File: config.mk
export PLATFORM = sky130hd
export DESIGN_NAME = tt_settle_timer
export DESIGN_NICKNAME = d
export VERILOG_FILES = /design/src/rtl/tt_pkg.sv /design/src/rtl/tt_settle_timer.sv
export SDC_FILE = /design/constraint.sdc
export NUM_CORES = 1
export LEC_CHECK = 0
export ABC_AREA = 1
export CAP_MARGIN = 20
export CORE_AREA = 4 4 41 43
export DETAILED_ROUTE_END_ITERATION = 8
export DIE_AREA = 0 0 45 47
export SYNTH_ARGS = -nofsm -noshare
export SYNTH_HDL_FRONTEND = slang
export SYNTH_SLANG_ARGS = --single-unit
File: constraint.sdc
create_clock -name clk -period 1.42 [get_ports clk]
set_input_delay 0.284 -clock clk [delete_from_list [all_inputs] [get_ports clk]]
set_output_delay 0.284 -clock clk [all_outputs]
set_load 0.05 [all_outputs]
File: src/rtl/tt_pkg.sv
// Shared types and widths for the truth-table checker.
//   VEC_W   : width of the stimulus vector {A,B,C,D,E}
//   NUM_VEC : vectors per sweep
//   ERR_W   : mismatch counter width (holds 0..NUM_VEC)
//   CNT_W   : settle timer width (SETTLE_CYCLES 0..15)
package tt_pkg;

  localparam int unsigned VEC_W   = 5;
  localparam int unsigned NUM_VEC = 32;
  localparam int unsigned ERR_W   = 6;
  localparam int unsigned CNT_W   = 4;

  typedef enum logic [2:0] {
    ST_IDLE   = 3'd0,
    ST_DRIVE  = 3'd1,
    ST_SETTLE = 3'd2,
    ST_SAMPLE = 3'd3,
    ST_DONE   = 3'd4
  } state_e;

endpackage

File: src/rtl/tt_settle_timer.sv
// Loadable down-counter timing the SETTLE wait.
//   clk, rst_n : clock, async active-low reset
//   load       : load count with load_val (has priority over dec)
//   load_val   : value to load
//   dec        : decrement by one, holding at zero
//   zero_c     : count is zero (decoded from the count register)
module tt_settle_timer
  import tt_pkg::*;
(
  input  logic             clk,
  input  logic             rst_n,
  input  logic             load,
  input  logic [CNT_W-1:0] load_val,
  input  logic             dec,
  output logic             zero_c
);

  logic [CNT_W-1:0] count;

  // Count register
  always_ff @(posedge clk or negedge rst_n) begin
    if (!rst_n) begin
      count <= '0;
    end else if (load) begin
      count <= load_val;
    end else if (dec && (count != '0)) begin
      count <= count - CNT_W'(1);
    end
  end

  assign zero_c = (count == '0);

endmodule

# After elaboration in Yosys (flattened, before gate mapping)
# Cells that the tools add are included.
[classes]
muxes = 2
addsub = 1
reduce_logical = 4
[op_table]
columns = ["operator", "n"]
rows = [
  ["4-bit 2-to-1 mux", 2],
  ["4-bit logical NOT", 1],
  ["4-bit nonzero test", 1],
  ["4-bit by 1-bit subtractor with 4-bit output, second input constant", 1],
  ["2-bit nonzero test", 1],
  ["1-bit logical AND", 1],
]
[totals]
register_bits = 4
out_inout_bits = 1
elab_cells = 8

# Depth between registers and ports, before layout
# Gate-level depths: netlist (run 1).
[logic_depth]
word_depth = 4
mapped_depth = 9
mapped_depth_nobuf = 9

# Least setup slack after synthesis (run 1)
# Ideal clock, no wire load.
[synth_path]
path_type = "reg-to-output"
from = "register count[0]"
to = "output zero_c"
t_required_ns = 1.136
path_buffers = 0
arrival_ns = 1.035
slack_ns = 0.101
stages_incl_launch_ff = 5
cell_sequence = "dfrtp_1 -> inv_1 -> ha_1 -> nand2_2 -> inv_1"
[synth_between]
elab_chain_cells = 1
[synth_rtl]
columns = ["item", "line_no", "rtl"]
rows = [
  ["start: declaration", "tt_settle_timer.sv:18", "logic [CNT_W-1:0] count;"],
  ["start signal: assignment", "tt_settle_timer.sv:25", "count <= load_val;"],
  ["start signal: assignment", "tt_settle_timer.sv:27", "count <= count - CNT_W'(1);"],
  ["4-bit logical NOT", "tt_settle_timer.sv:31", "assign zero_c = (count == '0);"],
  ["end: declaration", "tt_settle_timer.sv:15", "output logic zero_c"],
]
# No other way between the ends.

# Worst setup path after layout (run 1)
# Same ends and word-level chain as after synthesis.

==> flow_summary.toml, run 1 <==
[min_path]
min_path_type = "in -> async"

[place]
post-place-ws_ns = 0.0970
io_buffers = 8
place_area_sq_um = 412
hpwl_microns = 502
routabilityCongestion = 0.777

[grt]
met2_usage_pct = 11.9
grt_usage_pct = 7.38
busiest_layer = "met2"
antenna_found_initial = 0
met1_usage_pct = 8.99
gr-total-overflow = 0
grt_pass1_wl_microns = 1120
grt_pass1_vias = 292
met3_usage_pct = 1.15
grt_max_degree = 8

[synth]
synthArstFlopShare_pct = 100
ys_warn_count = 0
synth_nets = 55
synth.distinct_cells = 13
synth_commonest_cells = "nand2_1 (21), inv_1 (5), dfrtp_1 (4)"
ys_seq_area_share_pct = 33.9
synthCells = 46
synth_seq_cells = 4
synth_flop_cell = "dfrtp_1"
netlist_area_sq_um = 295
synth_edf_count = 0
synth_top_area_share_pct = 33.9
synth_most_common_cell = "nand2_1"
syn_area_per_cell_sq_um = 6.42
ys_top_cells_by_area = "dfrtp_1 (34%), nand2_1 (27%), inv_1 (6.4%), nand3_1 (5.1%), nand3b_1 (5.1%)"
synth_top_cell_by_area = "dfrtp_1"

[sta]
final.min_clock_period_ns = 1.38
setup_viol = 0
finalHoldViolations = 0
hold_ws_ns = 0.249
fmax_ghz = 0.723
period_share_pct = 97.3
fin_worst_skew_ns = 0.00406
final_max_slew_viol_count = 0
layout_setup_ws_ns = 0.0378
max_slew_margin_pct = 85.5
max_slew.worst_pin.slew_ns = 0.217

[drt]
drcViolationCount = 0
wl_microns = 674
drt_iter0_markers = 5
vias_per_cell = 4.04
wl_per_cell_microns = 8.87
first_pass_iters = 4
ant_nets = 0
via_count = 307

[worst_setup_path]
end_kind = "output pin"
worst_ep_required_time_ns = 1.14
crit_arrival_ns = 1.10
start_kind = "flip-flop"
critPathKind = "reg -> out"
crit_fanout = 3

[power]
p_leak_nw = 0.250
cellPowerDensity_nw_per_um2 = 1170
ir_drop_mv = 0.488

[clocking]
clock_latency_ns = 0.23
cts.sinks = 4
cts_tree = "yes"
cts_hold_buf = 0
path_clk_slew_ns = 0.04
cts_root_buf = "clkbuf_4"
cts_max_path_buffers = 2
htree_levels = 1
cts_inserted_buffers = 3

[floorplan]
io_pins = 9
die_area_sq_um = 2120
fp-row-count = 13
coreArea_sq_um = 1300
fp.dieH_microns = 47
start_util_pct = 22.7
die_w_microns = 45

[flow_run]
maxCapViolations = 0

[finish]
largest_registers = "count (4)"
antenna_cells = 0
fin_util_pct = 36.6
largest_register_ffs = 4
area_growth_pct = 61.4
num-nets-final = 72
fillers = 154
final_area_sq_um = 477
regMostFlops = "count"
drive_gt1_share_pct = 29.5

[run_status]
status = "finished clean"
power breakdown:
group	total, W	internal, W	switching, W
registers	0.000165	0.000138	0.0000270
clock network	0.000135	0.0000942	0.0000413
logic	0.000258	0.000128	0.000130
through the flow:
stage | TNS (ns) | cells | total power, W
after floorplan | 0 | 46 | 0.000284
after global routing | -0.00132 | 76 | 0.000606
after global placement | 0 | 70 | 0.000358
after detailed placement | 0 | 70 | 0.000360
final | 0 | 76 | 0.000558
after CTS | 0 | 74 | 0.000529
critical path: stages, from the launching register on:
cell and delay (ns):
dfrtp_1 0.39, inv_2 0.10, ha_4 0.15, nand2_4 0.04
inv_2 0.06, buf_12 0.13
repair_timing:
| item | CTS | global route |
|---|---|---|
| endpoints found under the setup margin | 1 | 1 |
| gates resized for setup | 5 | 2 |
| pin swaps | 1 | 2 |
| setup buffers | 1 | 2 |
kinds of logic after synthesis:
family          Yosys count  synth area share, %
flops                     4                 33.9
compound gates            2                 3.39
simple gates             32                 49.6
fa+ha+maj                 1                 4.24
buf+inv                   7                 8.90
path summary, 6_finish.rpt:
check | from | to | slack (ns) | cells past startpoint
max in group asynchronous | rst_n | count[0] | 1.01 | 1
max reg2reg | count[0] | count[1] | 0.24 | 8
min | rst_n | count[3] | 0.25 | 1
min in group clk | count[0] | count[0] | 0.55 | 2
max | count[0] | zero_c | 0.04 | 5
min reg2reg | count[0] | count[0] | 0.55 | 2
cell type report:
type / instances / area [sq um] / area share, %
multi-input cells: 35 / 189 / 39.6
repair buffers: 12 / 120 / 25.2
flip-flops and latches: 4 / 100 / 21.0
inverters: 7 / 26.3 / 5.51
clock buffers: 3 / 22.5 / 4.72
well taps: 15 / 18.8 / 3.94
cells in the final DEF (no fill, tap or decap):
cell,n
nand2_2,1
o21ai_0,2
inv_2,4
clkbuf_4,3
dfrtp_1,4
buf_4,4
clkinv_1,1
clkdlybuf4s50_1,7
nor2_2,2
nand2_4,2
buf_12,1
ha_4,1
nand3b_1,2
nor2_1,1
inv_1,2
nand2_1,21
nand3_1,3
layer usage:
metal | share of wire (%) | up-vias
li1 | - | 169
met3 | 3.3 | 0
met2 | 51 | 5
met1 | 45 | 133
met4 | 0 | 0
met5 | 0 | -
Power figures use the tool's default switching activity.
==> run 2, diff against run 1 <==
--- a/config.mk
+++ b/config.mk
@@ -10,6 +10,7 @@
 export CORE_AREA = 4 4 41 43
 export DETAILED_ROUTE_END_ITERATION = 8
 export DIE_AREA = 0 0 45 47
+export SKIP_LAST_GASP = 1
 export SYNTH_ARGS = -nofsm -noshare
 export SYNTH_HDL_FRONTEND = slang
 export SYNTH_SLANG_ARGS = --single-unit
==> results of run 2 <==
The final DEF is identical to that of run 1; final timing and power are the same.
==> run 3, diff against run 2 <==
--- a/config.mk
+++ b/config.mk
@@ -6,10 +6,12 @@
 export NUM_CORES = 1
 export LEC_CHECK = 0
 export ABC_AREA = 1
+export ABC_CLOCK_PERIOD_IN_PS = 1420
 export CAP_MARGIN = 20
 export CORE_AREA = 4 4 41 43
 export DETAILED_ROUTE_END_ITERATION = 8
 export DIE_AREA = 0 0 45 47
+export RECOVER_POWER = 25
 export SKIP_LAST_GASP = 1
 export SYNTH_ARGS = -nofsm -noshare
 export SYNTH_HDL_FRONTEND = slang
==> run 3 against run 2 <==
Maximum frequency unchanged; combinational power hardly changed; critical path depth did not move; highest routed layer unchanged.
==> flow_summary.toml, run 3 (synthesized netlist as in run 1, its figures left out) <==
[run_status]
status = "finished clean"

[clocking]
cts_inserted_buffers = 3
clock_latency_ns = 0.23
cts_max_path_buffers = 2
path_clk_slew_ns = 0.04
cts_root_buf = "clkbuf_4"
htree_levels = 1
cts_hold_buf = 0
cts_tree = "yes"
cts.sinks = 4

[worst_setup_path]
critPathBufInv = 3
crit_fanout = 3
crit_arrival_ns = 1.10
critPathKind = "reg -> out"
worst_ep_required_time_ns = 1.14
cp_slowest_cell = "dfrtp_1"
start_kind = "flip-flop"
critical_path_depth = 5
path_cells = "inv_2 > ha_4 > nand2_4 > inv_2 > buf_12"
end_kind = "output pin"
crit_path_frequent_cell = "inv_2"
cp_top_family = "flip-flops"
ff2ff_path_depth = 8
max_stage_delay_ns = 0.39

[finish]
largest_registers = "count (4)"
final_area_sq_um = 477
num-nets-final = 72
largest_register_ffs = 4
drive_gt1_share_pct = 29.5
area_growth_pct = 61.4
mostFrequentLayoutCells = "nand2_1 (21), clkdlybuf4s50_1 (6), inv_2 (4), dfrtp_1 (4), buf_4 (4)"
final_common_cell = "nand2_1"
regMostFlops = "count"
antenna_cells = 0

[drt]
ant_nets = 0
first_pass_iters = 4
routed.top_layer = "met3"
wl_per_cell_microns = 8.87
wl_met3_microns = 22
wl_microns = 674
wl_met2_microns = 346
drt_iter0_markers = 5
drcViolationCount = 0
vias_per_cell = 4.04
via_count = 307
drt-met1-wl_microns = 304

[floorplan]
die_area_sq_um = 2120
coreArea_sq_um = 1300
die_w_microns = 45
io_pins = 9
start_util_pct = 22.7
fp-row-count = 13
fp.dieH_microns = 47

[power]
ir_drop_mv = 0.488
p_total_w = 0.000558
cellPowerDensity_nw_per_um2 = 1170
p_leak_nw = 0.250

[sta]
final.min_clock_period_ns = 1.38
max_slew_margin_pct = 85.5
fmax_ghz = 0.723
finalHoldViolations = 0
final_max_slew_viol_count = 0
fin_worst_skew_ns = 0.00406
period_share_pct = 97.3
max_slew.worst_pin.slew_ns = 0.217
setup_viol = 0
tns_ns = 0

[place]
hpwl_microns = 502
routabilityCongestion = 0.777
io_buffers = 8
place_area_sq_um = 412

[grt]
antenna_found_initial = 0
grt_max_degree = 8
gr-total-overflow = 0
grt_pass1_wl_microns = 1120
grt_pass1_vias = 292
grt_usage_pct = 7.38

[flow_run]
maxCapViolations = 0

[min_path]
min_path_type = "in -> async"
-- run 3: cell count changes in the layout (fill, tap and decap cells not counted), sizes merged --
cell           previous run  this run
dlygate4sd3               0         1
clkdlybuf4s50             7         6
-- run 3: cell type report --
| cell class | instances | area [sq um] |
|---|---|---|
| fill | 154 | 825 |
| multi-input combinational | 35 | 189 |
| timing repair buffer | 12 | 120 |
| sequential | 4 | 100 |
| inverter | 7 | 26.3 |
| clock buffer | 3 | 22.5 |
| tap | 15 | 18.8 |
-- run 3: stage by stage --
| step | hold WS (ns) | util (%) | setup slack (ns) | std cells |
|---|---|---|---|---|
| after floorplan | -0.0116 | - | 0.101 | 46 |
| after global placement | 0.493 | 31.6 | 0.123 | 70 |
| after detailed placement | 0.493 | 31.6 | 0.0970 | 70 |
| after CTS | 0.246 | 34.9 | 0.00212 | 74 |
| after global routing | 0.321 | 36.6 | -0.00132 | 76 |
| final | 0.319 | 36.6 | 0.0378 | 76 |
-- run 3: metal layers --
metal  global-route usage, %  up-vias
met5                       0        -
met4                    5.26        0
met3                    1.15        0
met2                    11.9        5
met1                    8.99      133
li1                        -      169
-- run 3: worst paths after layout --
kind | slack, ns | to | start
worst max-delay path | 0.04 | zero_c | count[0]
worst min-delay path | 0.32 | count[3] | rst_n
worst max register to register | 0.24 | count[1] | count[0]
worst min register to register | 0.55 | count[0] | count[0]
max in group asynchronous | 0.94 | count[0] | rst_n
min in group clk | 0.55 | count[0] | count[0]
-- run 3: report_power, final --
| part | leakage [nW] | switching (W) | total (W) | internal (W) |
|---|---|---|---|---|
| Clock | 0.0138 | 0.0000413 | 0.000135 | 0.0000942 |
| Sequential | 0.0489 | 0.0000270 | 0.000165 | 0.000138 |
| Combinational | 0.188 | 0.000130 | 0.000258 | 0.000128 |
| Total | 0.250 | 0.000198 | 0.000558 | 0.000360 |
-- run 3: timing repair --
| item | 4_1_cts | 5_1_grt |
|---|---|---|
| gates resized for setup | 5 | 2 |
| setup buffers | 1 | 2 |
| pin swaps | 1 | 2 |
| setup endpoints to repair | 1 | 1 |
